## src/rtl/decode_stage.sv

```systemverilog
// decode_stage: RV32I decode stage with a single registered output slot.
// Decodes the incoming instruction, reads operands from the register file
// and detects load-use and writeback hazards.
// Optional feature macro: DECODE_FORWARD_EN. When defined, a register being
// written back in the same cycle is forwarded into the operand. When it is
// undefined, that case stalls the stage for the cycle instead.
module decode_stage (
    input  logic        clk,
    input  logic        res,
    input  logic        in_valid,
    output logic        in_ready,
    input  logic [31:0] in_instr,
    input  logic [31:0] in_pc,
    output logic [4:0]  rf_a1,
    output logic [4:0]  rf_a2,
    input  logic [31:0] rf_rd1,
    input  logic [31:0] rf_rd2,
    input  logic        wb_we,
    input  logic [4:0]  wb_a3,
    input  logic [31:0] wb_wd,
    input  logic        flush,
    output logic        out_valid,
    input  logic        out_ready,
    output logic [31:0] out_pc,
    output logic [31:0] out_rs1_val,
    output logic [31:0] out_rs2_val,
    output logic [31:0] out_imm,
    output logic [4:0]  out_rd,
    output logic [6:0]  out_opcode,
    output logic [2:0]  out_funct3,
    output logic        out_funct7b5,
    output logic        out_is_load,
    output logic        out_illegal
);

    localparam logic [6:0] OP_LOAD   = 7'h03;
    localparam logic [6:0] OP_IMM    = 7'h13;
    localparam logic [6:0] OP_JALR   = 7'h67;
    localparam logic [6:0] OP_STORE  = 7'h23;
    localparam logic [6:0] OP_BRANCH = 7'h63;
    localparam logic [6:0] OP_LUI    = 7'h37;
    localparam logic [6:0] OP_AUIPC  = 7'h17;
    localparam logic [6:0] OP_JAL    = 7'h6F;
    localparam logic [6:0] OP_REG    = 7'h33;
    localparam logic [6:0] OP_SYSTEM = 7'h73;

    logic [6:0]  opcode;
    logic [4:0]  rs1;
    logic [4:0]  rs2;
    logic [4:0]  rd;
    logic        is_i;
    logic        is_s;
    logic        is_b;
    logic        is_u;
    logic        is_j;
    logic        is_r;
    logic        uses_rs1;
    logic        uses_rs2;
    logic        legal;
    logic [31:0] imm;
    logic        wb_hit1;
    logic        wb_hit2;
    logic [31:0] rs1_val;
    logic [31:0] rs2_val;
    logic        load_use;
    logic        fwd_stall;
    logic        stall;
    logic        accept;

    assign opcode = in_instr[6:0];
    assign rs1    = in_instr[19:15];
    assign rs2    = in_instr[24:20];
    assign rf_a1  = rs1;
    assign rf_a2  = rs2;

    assign is_i     = (opcode == OP_LOAD) || (opcode == OP_IMM) || (opcode == OP_JALR);
    assign is_s     = (opcode == OP_STORE);
    assign is_b     = (opcode == OP_BRANCH);
    assign is_u     = (opcode == OP_LUI) || (opcode == OP_AUIPC);
    assign is_j     = (opcode == OP_JAL);
    assign is_r     = (opcode == OP_REG);
    assign legal    = is_i || is_s || is_b || is_u || is_j || is_r || (opcode == OP_SYSTEM);
    assign uses_rs1 = !(is_u || is_j);
    assign uses_rs2 = is_r || is_s || is_b;
    assign rd       = (is_s || is_b) ? 5'd0 : in_instr[11:7];

    // Immediate generation by instruction format; R-type and others give zero
    always_comb begin
        imm = '0;
        if (is_i)
            imm = {{20{in_instr[31]}}, in_instr[31:20]};
        else if (is_s)
            imm = {{20{in_instr[31]}}, in_instr[31:25], in_instr[11:7]};
        else if (is_b)
            imm = {{19{in_instr[31]}}, in_instr[31], in_instr[7], in_instr[30:25], in_instr[11:8], 1'b0};
        else if (is_u)
            imm = {in_instr[31:12], 12'h000};
        else if (is_j)
            imm = {{11{in_instr[31]}}, in_instr[31], in_instr[19:12], in_instr[20], in_instr[30:21], 1'b0};
    end

    // Raw field match against the writeback port; x0 never matches
    assign wb_hit1 = wb_we && (wb_a3 != 5'd0) && (wb_a3 == rs1);
    assign wb_hit2 = wb_we && (wb_a3 != 5'd0) && (wb_a3 == rs2);

    // The bypass mux is shared by both builds: without forwarding a hit on a
    // used source stalls, so a bypassed value is never captured.
    always_comb begin
        rs1_val = rf_rd1;
        rs2_val = rf_rd2;
        if (rs1 == 5'd0)
            rs1_val = '0;
        else if (wb_hit1)
            rs1_val = wb_wd;
        if (rs2 == 5'd0)
            rs2_val = '0;
        else if (wb_hit2)
            rs2_val = wb_wd;
    end

`ifdef DECODE_FORWARD_EN
    assign fwd_stall = 1'b0;
`else
    assign fwd_stall = (uses_rs1 && wb_hit1) || (uses_rs2 && wb_hit2);
`endif

    assign load_use = out_valid && out_is_load && (out_rd != 5'd0) &&
                      ((uses_rs1 && (out_rd == rs1)) || (uses_rs2 && (out_rd == rs2)));
    assign stall    = in_valid && (load_use || fwd_stall);
    assign in_ready = res && (flush || ((!out_valid || out_ready) && !stall));
    assign accept   = in_valid && in_ready;

    // Output slot: flush wins, accept loads, transfer alone empties
    always_ff @(posedge clk or negedge res) begin
        if (!res) begin
            out_valid    <= 1'b0;
            out_pc       <= '0;
            out_rs1_val  <= '0;
            out_rs2_val  <= '0;
            out_imm      <= '0;
            out_rd       <= '0;
            out_opcode   <= '0;
            out_funct3   <= '0;
            out_funct7b5 <= 1'b0;
            out_is_load  <= 1'b0;
            out_illegal  <= 1'b0;
        end else begin
            if (flush)
                out_valid <= 1'b0;
            else if (accept)
                out_valid <= 1'b1;
            else if (out_ready)
                out_valid <= 1'b0;

            if (accept && !flush) begin
                out_pc       <= in_pc;
                out_rs1_val  <= rs1_val;
                out_rs2_val  <= rs2_val;
                out_imm      <= imm;
                out_rd       <= rd;
                out_opcode   <= opcode;
                out_funct3   <= in_instr[14:12];
                out_funct7b5 <= in_instr[30];
                out_is_load  <= (opcode == OP_LOAD);
                out_illegal  <= !legal;
            end
        end
    end

endmodule

```

## config.mk

```make
export PLATFORM = sky130hd
export DESIGN_NAME = decode_stage
export DESIGN_NICKNAME = d
export VERILOG_FILES = /design/src/rtl/decode_stage.sv
export SDC_FILE = /design/constraint.sdc
export NUM_CORES = 1
export LEC_CHECK = 0
export BUFFER_PORTS_ARGS = -buffer_cell sky130_fd_sc_hd__buf_2
export CORE_MARGIN = 1.5
export CORE_UTILIZATION = 44
export DETAILED_ROUTE_END_ITERATION = 10
export GPL_ROUTABILITY_DRIVEN = 0
export GPL_TIMING_DRIVEN = 0
export HOLD_SLACK_MARGIN = 0.02
export PLACE_DENSITY = 0.8
export SLEW_MARGIN = 20
export SYNTH_ARGS = -nofsm -noshare
export SYNTH_HDL_FRONTEND = slang
export SYNTH_SLANG_ARGS = --single-unit
```

## constraint.sdc

```tcl
create_clock -name clk -period 2.7 [get_ports clk]
set_input_delay 0 -clock clk [delete_from_list [all_inputs] [get_ports clk]]
set_output_delay 0 -clock clk [all_outputs]
set_load 0.1 [all_outputs]
```

==> results.txt <==
Post-Synthesis Cell Area - 7620 sq um
Pre-CTS setup slack - -0.462 ns
DRT antenna net count - 0
End-of-flow core utilization - 0.746
Clock transition at path regs - 0.07 ns
CP max FO - 6
Drc violations - 0
Vias in the first global route - 7,944
Worst path cell trace - or3_1 > o311a_1 > and4_1 > o2111a_2 > or3_4 > clkbuf_16 > clkbuf_16 > mux2_4
Register area share after synthesis - 0.483
Number of synthesized flops with an enable pin - 0
Via count - 7,556
Wirelength per Cell - 22.1 um
CP peak stage delay - 0.48 ns
Relative slew margins - 0.388
Gr ovfl total - 0
Status - complete, but fails checks
First-pass GRT wire length - 44.1 mm
Final hold vios - 0
Vias per std cell - 5.44
Synth Flop Type - dfrtp_1
Mean post-synth cell area - 12.6 sq um
Crit path buffers/inverters - 2
Crit end category - register
# setup viols final - 141
Worst Max-Slew Pin Slew - 0.918 ns
Fin crit period - 2.80 ns
Total Power - 10.1 mW
Most frequent CP cell - clkbuf_16
FP Rows - 47
Initial antenna violation count - 1
Commonest non-fill, non-tap cell in the layout - buf_2
I/O pin count - 329
Die W - 135 um
RSZ-0062 raised after global routing - true
CTS tree - yes
Final instance area - 12,500 sq um
HP Class - input pin to register
Largest net degree at the start of global routing - 90
Area growth syn-to-layout - 64.0%
Crit path setup slack, layout - -0.102 ns
#FFs+latches synth - 147
Req. time, crit path - 3.00 ns
Top delay family on crit path - simple AND/OR/NAND/NOR gates
Startpoint types - register
Cts bufs inserted - 17
Cell at the slowest stage of the critical path - dfrtp_4
Clk Latency, worst-skew pair - 0.43 ns
Syn. warnings - 0
Final nets - 1,324
Syn_nets - 775
Gr usage total - 0.320
Root buffer cell - clkbuf_16
WHS - 0.0885 ns
Fin. max-slew vios - 0
Clock Sink Count - 147
Fmax - 357 MHz
Initial DRC Count - 582
Synth Instances - 604
Leakage power - 6.64 nW
Final period util - 1.04
Clock buffer depth - 2
Core box area - 16,800 sq um
Post-DP Area - 9580 sq um
Starting density of the core - 0.455
VDD IR max - 0.000600 V
Critical Path AT - 3.10 ns
Ys async rst share - 1.00
H-tree levels - 4
Die ar. - 18,100 sq um
Most frequent cells in the layout - 329 x buf_2, 184 x dlygate4sd3_1, 144 x dfrtp_1
Max cap viols - 0
Unique masters post-synth - 40
Violated checks - negative setup slack
Cell Pwr Density - 811 nW/um^2
Final WL - 30.7 mm
Layout cells sized above 1 - 0.443
Die Ht - 135 um
Crit Path Class - register to register
Skew final - 0.0170 ns
Detailed placement HPWL - 17.0 mm
1st-pass router iterations - 7
PortBufs - 326
[logic make-up after synthesis]
kind of cell              Yosys count  share of synthesized area
and+or+nand+nor                   112                     0.0653
DFF                               147                      0.483
muxes                             204                      0.335
xor gates and xnor gates           20                     0.0230
AOI/OAI and AO/OA                  50                     0.0410
buffers and inverters              71                     0.0529
[synth_stat cells (2+ instances only)]
master,count,share of area
nor3_1,3,0.0020
inv_1,25,0.012
o21ai_1,10,0.0066
mux2i_1,89,0.12
or4_1,3,0.0030
a21oi_1,19,0.012
buf_2,7,0.0046
clkbuf_1,16,0.0079
nand3_1,5,0.0033
xnor2_1,9,0.010
and2_1,2,0.0016
nor2_1,69,0.034
or3_1,2,0.0016
nand2_1,18,0.0089
buf_4,12,0.012
o21ai_0,3,0.0020
nor2b_1,2,0.0016
buf_6,11,0.016
mux2_4,98,0.19
mux2_1,17,0.025
xor2_1,11,0.013
dfrtp_1,147,0.48
o31ai_1,6,0.0059
a22o_1,4,0.0046
[flip-flops by register name, summed over array words and instances, names as in the netlist]
signal,cells
out_funct7b5,1
out_opcode,7
out_illegal,1
out_rd,5
out_rs1_val,32
out_funct3,3
out_is_load,1
out_rs2_val,32
out_pc,32
out_imm,32
out_valid,1
[area by class of cell]
type | count | area, sq um
timing repair buffer | 531 | 3840
tap | 220 | 275
buffer | 45 | 452
multi-input combinational | 386 | 3580
antenna | 2 | 5.00
fill | 966 | 4260
clock buffer | 19 | 443
clock inverter | 13 | 124
inverter | 25 | 93.8
sequential | 147 | 3680
[power breakdown]
group / internal, mW / switching [mW]
logic: 1.17 / 3.76
registers: 2.60 / 0.275
clock network: 1.30 / 1.03
[stage by stage]
step / std cells / TNS (ns)
after floorplan: 604 / -23.88
after global placement: 1150 / -388.29
after detailed placement: 1151 / -61.48
after CTS: 1368 / -12.74
after global routing: 1387 / -18.03
final: 1388 / -9.68
[timing repair]
item	4_1_cts	5_1_grt
endpoints found under the setup margin	148	148
endpoints found under the hold margin	281	0
gates resized for setup	6	34
setup buffers	2	8
cloned	0	10
hold buffers	184	0
pin swaps	0	3
[routing by layer]
| metal | vias to the layer above | global-route usage | part of all wire |
|---|---|---|---|
| li1 | 3183 | - | - |
| met1 | 3713 | 0.351 | 0.36 |
| met2 | 530 | 0.576 | 0.51 |
| met3 | 130 | 0.0721 | 0.080 |
| met4 | 0 | 0.174 | 0.051 |
| met5 | - | 0 | 0 |
[tightest hold or removal path, cell delays in order]
cell     delay [ns]
buf_2          0.14
mux2i_1        0.09
nor2_1         0.10
mux2_1         0.14
[path summary, 6_finish.rpt]
check,endpoint,cells past startpoint,slack (ns),from
max,out_rs2_val[2]$_DFFE_PN0P_,8,-0.10,out_rd[0]$_DFFE_PN0P_
min,out_rs2_val[25]$_DFFE_PN0P_,4,0.09,wb_wd[25]
max reg2reg,out_rs2_val[2]$_DFFE_PN0P_,8,-0.10,out_rd[0]$_DFFE_PN0P_
min reg2reg,out_rs1_val[3]$_DFFE_PN0P_,1,0.49,out_rs1_val[3]$_DFFE_PN0P_
max in group asynchronous,out_imm[7]$_DFFE_PN0P_,3,1.76,res
min in group asynchronous,out_rs1_val[9]$_DFFE_PN0P_,2,0.11,res
(Power assumes the default switching activity.)
